### config.mk
export PLATFORM = sky130hd
export DESIGN_NAME = i4001_rom_responder
export DESIGN_NICKNAME = d
export VERILOG_FILES = /design/src/rtl/i4004_pkg.sv /design/src/rtl/i4004_phase_tracker.sv /design/src/rtl/i4001_rom_responder.sv
export SDC_FILE = /design/constraint.sdc
export NUM_CORES = 2
export LEC_CHECK = 0
export CAP_MARGIN = 20
export CORE_MARGIN = 8
export CORE_UTILIZATION = 45
export DETAILED_ROUTE_END_ITERATION = 10
export SLEW_MARGIN = 25
export SYNTH_ARGS = -nofsm -noshare
export SYNTH_HDL_FRONTEND = slang
export SYNTH_HIERARCHICAL = 1
export SYNTH_SLANG_ARGS = --single-unit
### constraint.sdc
create_clock -name sysclk -period 5.6 [get_ports sysclk]
set_input_delay 0.84 -clock sysclk [delete_from_list [all_inputs] [get_ports sysclk]]
set_output_delay 0.84 -clock sysclk [all_outputs]
set_load 0.02 [all_outputs]
### src/rtl/i4004_pkg.sv
// Shared 4004 bus definitions: the bus-phase enum, the opcodes a ROM responder
// decodes, and nibble/byte typedefs. Also used by the CPU bench.
package i4004_pkg;

  typedef logic [3:0] nibble_t;
  typedef logic [7:0] byte_t;

  typedef enum logic [3:0] {
    PH_IDLE = 4'd0,
    PH_A1   = 4'd1,
    PH_A2   = 4'd2,
    PH_A3   = 4'd3,
    PH_M1   = 4'd4,
    PH_M2   = 4'd5,
    PH_X1   = 4'd6,
    PH_X2   = 4'd7,
    PH_X3   = 4'd8
  } phase_e;

  // SRC is matched on OPR together with OPA[0]=1. WRR and RDR are full bytes.
  localparam nibble_t OPR_SRC = 4'h2;
  localparam byte_t   OP_WRR  = 8'hE2;
  localparam byte_t   OP_RDR  = 8'hEA;

endpackage

### src/rtl/i4004_phase_tracker.sv
// Tracks the 8-phase 4004 instruction cycle from clk2_pad and sync_pad in the
// sysclk domain. A RAM responder can reuse it unchanged.
module i4004_phase_tracker
  import i4004_pkg::*;
(
  input  logic   sysclk,
  input  logic   reset_n,
  input  logic   clk2_pad,
  input  logic   sync_pad,
  output logic   ph_stb,
  output phase_e state,
  output logic   sync_err
);

  logic [2:0] c2_sr;
  phase_e     state_nx;
  logic       lost_sync;

  // Two flops synchronise clk2_pad. The third flop is used only to find the edge.
  always_ff @(posedge sysclk or negedge reset_n) begin
    if (!reset_n) c2_sr <= '0;
    else          c2_sr <= {c2_sr[1:0], clk2_pad};
  end

  assign ph_stb = c2_sr[1] & ~c2_sr[2];

  always_ff @(posedge sysclk or negedge reset_n) begin
    if (!reset_n) begin
      state    <= PH_IDLE;
      sync_err <= 1'b0;
    end else begin
      state    <= state_nx;
      sync_err <= lost_sync;
    end
  end

  always_comb begin
    state_nx  = state;
    lost_sync = 1'b0;
    if (ph_stb) begin
      case (state)
        PH_IDLE: if (sync_pad) state_nx = PH_A1;
        PH_A1:   state_nx = PH_A2;
        PH_A2:   state_nx = PH_A3;
        PH_A3:   state_nx = PH_M1;
        PH_M1:   state_nx = PH_M2;
        PH_M2:   state_nx = PH_X1;
        PH_X1:   state_nx = PH_X2;
        PH_X2:   state_nx = PH_X3;
        PH_X3: begin
          state_nx  = sync_pad ? PH_A1 : PH_IDLE;
          lost_sync = ~sync_pad;
        end
        default: state_nx = PH_IDLE;
      endcase
    end
  end

endmodule

### src/rtl/i4001_rom_responder.sv
// 4001-style ROM responder. It captures the 12-bit fetch address and returns
// the opcode nibbles in M1/M2 when this chip is selected.
// Defining ROM_IO_PORT_EN adds the 4-bit I/O port (SRC/WRR/RDR in X2).
module i4001_rom_responder
  import i4004_pkg::*;
#(
  parameter logic [3:0] CHIP_ID = 4'h0,
  parameter int         DEPTH   = 256
) (
  input  logic       sysclk,
  input  logic       reset_n,
  input  logic       clk1_pad,
  input  logic       clk2_pad,
  input  logic       sync_pad,
  input  logic       cmrom_pad,
  input  logic [3:0] data_in,
  output logic [3:0] data_out,
  output logic       data_oe,
  input  logic       load_en,
  input  logic [7:0] load_addr,
  input  logic [7:0] load_data,
  output logic [3:0] phase,
`ifdef ROM_IO_PORT_EN
  input  logic [3:0] io_in,
  output logic [3:0] io_out,
`endif
  output logic       sync_err
);

  localparam int AW = (DEPTH > 1) ? $clog2(DEPTH) : 1;

  phase_e  state;
  logic    ph_stb;
  logic [11:0] addr;
  logic    sel_cm;
  logic    selected;
  byte_t   out_byte;
  nibble_t opr, opa;
  byte_t   rom [DEPTH];

  i4004_phase_tracker u_trk (
    .sysclk   (sysclk),
    .reset_n  (reset_n),
    .clk2_pad (clk2_pad),
    .sync_pad (sync_pad),
    .ph_stb   (ph_stb),
    .state    (state),
    .sync_err (sync_err)
  );

  // Reset does not clear the preload contents.
  always_ff @(posedge sysclk) begin
    if (load_en) rom[load_addr[AW-1:0]] <= load_data;
  end

  // The output byte is read once, at the end of A3. A preload write during
  // M1/M2 therefore cannot change the byte being served.
  always_ff @(posedge sysclk or negedge reset_n) begin
    if (!reset_n) begin
      addr     <= '0;
      sel_cm   <= 1'b0;
      out_byte <= '0;
      opr      <= '0;
      opa      <= '0;
    end else if (ph_stb) begin
      case (state)
        PH_A1: addr[3:0] <= data_in;
        PH_A2: addr[7:4] <= data_in;
        PH_A3: begin
          addr[11:8] <= data_in;
          sel_cm     <= cmrom_pad;
          out_byte   <= rom[addr[AW-1:0]];
        end
        PH_M1: opr <= data_in;
        PH_M2: opa <= data_in;
        default: ;
      endcase
    end
  end

  assign selected = sel_cm && (addr[11:8] == CHIP_ID);
  assign phase    = state;

`ifdef ROM_IO_PORT_EN
  nibble_t src_chip;
  logic    rdr_hit;

  always_ff @(posedge sysclk or negedge reset_n) begin
    if (!reset_n) begin
      src_chip <= '0;
      io_out   <= '0;
    end else if (ph_stb && state == PH_X2) begin
      if (opr == OPR_SRC && opa[0] && cmrom_pad) src_chip <= data_in;
      if ({opr, opa} == OP_WRR && src_chip == CHIP_ID) io_out <= data_in;
    end
  end

  assign rdr_hit = ({opr, opa} == OP_RDR) && (src_chip == CHIP_ID);

  logic unused_ok;
  assign unused_ok = clk1_pad;
`else
  logic unused_ok;
  assign unused_ok = ^{clk1_pad, opr, opa};
`endif

  always_comb begin
    data_oe  = 1'b0;
    data_out = 4'h0;
    if (selected && state == PH_M1) begin
      data_oe  = 1'b1;
      data_out = out_byte[7:4];
    end else if (selected && state == PH_M2) begin
      data_oe  = 1'b1;
      data_out = out_byte[3:0];
    end
`ifdef ROM_IO_PORT_EN
    else if (rdr_hit && state == PH_X2) begin
      data_oe  = 1'b1;
      data_out = io_in;
    end
`endif
  end

endmodule
==> summary.md <==
| Metric | Value |
|---|---|
| Largest net degree at the start of global routing | roughly 150 |
| F_max | roughly 0.25 GHz |
| Worst-Skew Late Latency | a little over 0.8 ns |
| Top cells by area, synth | edfxtp_1 76%, mux4_2 9.8%, mux2i_1 4.5%, nor2_1 1.3%, dfrtp_1 0.89% |
| Hold-fix buffers, CTS | 0 |
| Detail Route Antenna Nets | 0 |
| Synth Instances | 4095 |
| Layout cells sized above 1 | 0.184 |
| Total die area | 0.194 mm2 |
| Tot GR Track Use | 0.207 |
| Layout area overhead | 11.6% |
| Synthesized cell area | 0.0812 mm2 |
| Via density | about 6.0 |
| Synth Area in Compound Gates | 0.0347 |
| Setup TNS | 0 ns |
| Via count | 40.3k |
| Post-synthesis cell type count | 67 |
| Initial antenna violation count | 10 |
| Synth async-reset ratio | 0.0140 |
| Final setup viols | 0 |
| # IOs | 37 |
| Clock-pin slew of the registers on the worst-case setup and hold paths | around 0.060 ns |
| CTS tree | done |
| Starting density of the core | 0.451 |
| Simple-gate share of the synthesized area | 0.0333 |
| Rel. slew slack | 0.263 |
| Seq/Total Area, Yosys | 0.766 |
| Xor-xnor portion of the synthesized cell area | 0 |
| Clk sinks | 2077 |
| Post-synth EDFFs | between 2k and 2.5k |
| Synth Area in Adders | 0 |
| Status | finished, final reports clean |
| DRC errors left | 0 |
| Max VDD drop | 342 uV |
| Crit path max fanout | 39 |
| Cell chain of the critical path | nand2b_2 -> o221ai_1 -> a21oi_1 -> nor3_1 -> o2111ai_1 -> or4_1 -> o211ai_2 |
| First-pass GRT wire length | 293000 um |
| DR pass1 iterations | 6 |
| Avg Cell Area, Syn | between 15 and 20 um2 |
| Detailed router's first-iteration violation count | 4563 |
| Worst path arrival time | 4.71 ns |
| Pwr/cell area | approximately 460 mW/mm2 |
| Slew @ Worst Pin | about 1.1 ns |
| Worst Setup Start Kind | register |
| GP Congestion | about 0.85 |
| Final worst-path cycle share | 0.708 |
| Synth Flop Type | edfxtp_1 |
| Endpoints failing hold | 0 |
| Die span in x | 441 um |
| CTS Buf Count | 207 |
| Hpwl dp | ~120000 um |
| DIE HEIGHT | 441 um |
| Post-synth top area share | 0.757 |
| Slew Viols, Final | 0 |
| WL/cell | 30.1 um |
| Clk buf depth | 3 |
| Hold Crit Class | input port to async pin |
| RSZ-0062 raised after global routing | false |
| CTS resizes | 0 |
| Number of warnings issued by yosys | 6 |
| Crit path kind | register to register |
| Total power | 41400 uW |
| P_leak | 0.0282 uW |
| Crit. End Element | register |
| Worst Clk Skew | 0.0267 ns |
| Nets | 4238 |
| CP max stage delay | 0.78 ns |
| Max_cap viols | 0 |
| Flops & latches, synth | 2077 |
| Cell Rows | 156 |
| Global route overflow | 0 |
| Vias in the first global route | 40.8k |
| CP required | around 6.4 ns |
| Final Critical Period | between 3 and 4 ns |
| Yosys top cell by area | edfxtp_1 |
| Clock H-tree levels | 4 |
| Total core area | 0.180 mm2 |
| Clock root buffer | clkbuf_16 |
| Multiplexer area fraction after synthesis | 0.145 |
| Main combinational cell family by area after synthesis | multiplexers |
| Synth Net Count | slightly above 4k |
| Slowest CP cell | nand2b_2 |
| Routed wire length | about 200000 um |
| IO Port Bufs | 35 |
| Setup Buffers After CTS | 0 |
cells by family (layout without fill, tap and decap cells):
| group | Yosys count | after routing |
|---|---|---|
| flops | 2077 | 2077 |
| buf+inv | 258 | 552 |
| mux | 731 | 731 |
| simple gates | 614 | 614 |
| other cells | 0 | 4 |
| compound gates | 415 | 415 |
flip-flops by register name, summed over array words and instances (netlist names):
signal / cells
sel_cm: 1
u_trk/sync_err: 1
addr: 12
out_byte: 8
u_trk/state: 4
u_trk/c2_sr: 3
rom: 2048
layer usage:
metal / routed length (um) / GRT usage / vias up
met4: 6890 / 0.0701 / 2
li1: - / - / 17100
met1: 83600 / 0.285 / 21300
met2: 98200 / 0.336 / 1543
met5: 13 / 0 / -
met3: 14800 / 0.0388 / 356
cells in the mapped netlist (3+ instances only):
cell type,count
a2111oi_0,21
a211o_1,7
a211oi_1,17
a21oi_1,63
a221oi_1,12
a22o_1,3
a22oi_1,34
a31oi_1,5
a32oi_1,4
and2_1,4
buf_1,11
buf_12,7
buf_2,51
buf_4,36
buf_6,41
buf_8,4
clkbuf_1,93
clkbuf_8,3
dfrtp_1,29
edfxtp_1,2048
inv_1,7
mux2_2,14
mux2i_1,362
mux4_1,3
mux4_2,352
nand2_1,156
nand3_1,57
nand3b_1,4
nand4_1,18
nor2_1,283
nor2b_1,13
nor3_1,39
nor4_1,11
nor4bb_1,3
o2111ai_1,3
o211ai_2,3
o21ai_0,62
o221ai_1,61
o22ai_1,110
or3_1,4
or4_1,4
stage by stage:
| step | area [um2] | hold slack [ns] | setup slack, ns | cells | util |
|---|---|---|---|---|---|
| 6_report | 90600 | 0.0704 | 1.64 | 6763 | 0.504 |
| 5_1_grt | 90600 | 0.0834 | 1.31 | 6762 | 0.504 |
| 4_1_cts | 90600 | 0.0288 | 1.60 | 6759 | 0.503 |
| 3_5_place_dp | 84100 | 0.342 | 1.28 | 6372 | 0.468 |
| 3_3_place_gp | 84100 | 0.359 | 1.35 | 6370 | 0.467 |
| 2_1_floorplan | 81200 | 0.331 | 2.94 | 4095 | - |
power breakdown:
group / total (uW) / switching (uW) / leakage [uW] / internal [uW]
Combinational: 10700 / 6380 / 0.00634 / 4280
Clock: 13200 / 5890 / 0.00314 / 7330
Sequential: 17600 / 366 / 0.0188 / 17200
Total: 41400 / 12600 / 0.0282 / 28800
critical path: cells and delay by family (launching register included):
kind,cells,cell delay [ns]
and+or+nand+nor,3,1.73
AOI/OAI and AO/OA,4,1.40
DFF,1,0.72
layout make-up:
type | count | area, um2
well taps | 2370 | 2970
clock buffers | 264 | 5460
inverters | 8 | 35.0
flip-flops and latches | 2077 | 62200
multi-input cells | 1760 | 17400
repair buffers | 157 | 1570
diodes | 4 | 10.0
fillers | 14400 | 89300
clock inverters | 123 | 990
worst paths after layout:
kind,start,to,slack [ns],cells after the start
max,addr[2]$_DFFE_PN0P_,out_byte[2]$_DFFE_PN0P_,1.64,7
min,reset_n,sel_cm$_DFFE_PN0P_,0.07,1
max reg2reg,addr[2]$_DFFE_PN0P_,out_byte[2]$_DFFE_PN0P_,1.64,7
min reg2reg,u_trk/c2_sr[0]$_DFF_PN0_,u_trk/c2_sr[1]$_DFF_PN0_,0.36,0
max in group asynchronous,reset_n,addr[1]$_DFFE_PN0P_,4.97,1
min in group sysclk,u_trk/c2_sr[0]$_DFF_PN0_,u_trk/c2_sr[1]$_DFF_PN0_,0.36,0
cells in the final DEF (no fill, tap or decap), types with 5 or more instances in the layout:
cell type and n:
mux4_2 352, clkbuf_16 209, a31oi_1 5, clkdlybuf4s50_1 26
buf_8 6, nor2_1 283, buf_12 21, a211o_1 7
nor2b_1 11, dfrtp_1 25, a21oi_1 63, inv_1 6
o221ai_1 61, buf_4 99, clkbuf_1 53, nand3_1 54
nor4_1 11, clkinv_2 40, bufinv_16 9, mux2_2 14
a211oi_1 17, clkinvlp_4 6, nor3_1 38, o21ai_0 62
mux2i_1 362, clkinv_1 52, edfxtp_1 2048, a22oi_1 34
a221oi_1 12, a2111oi_0 18, nand2_1 156, o22ai_1 110
nand4_1 18
Power figures use the tool's default switching activity.
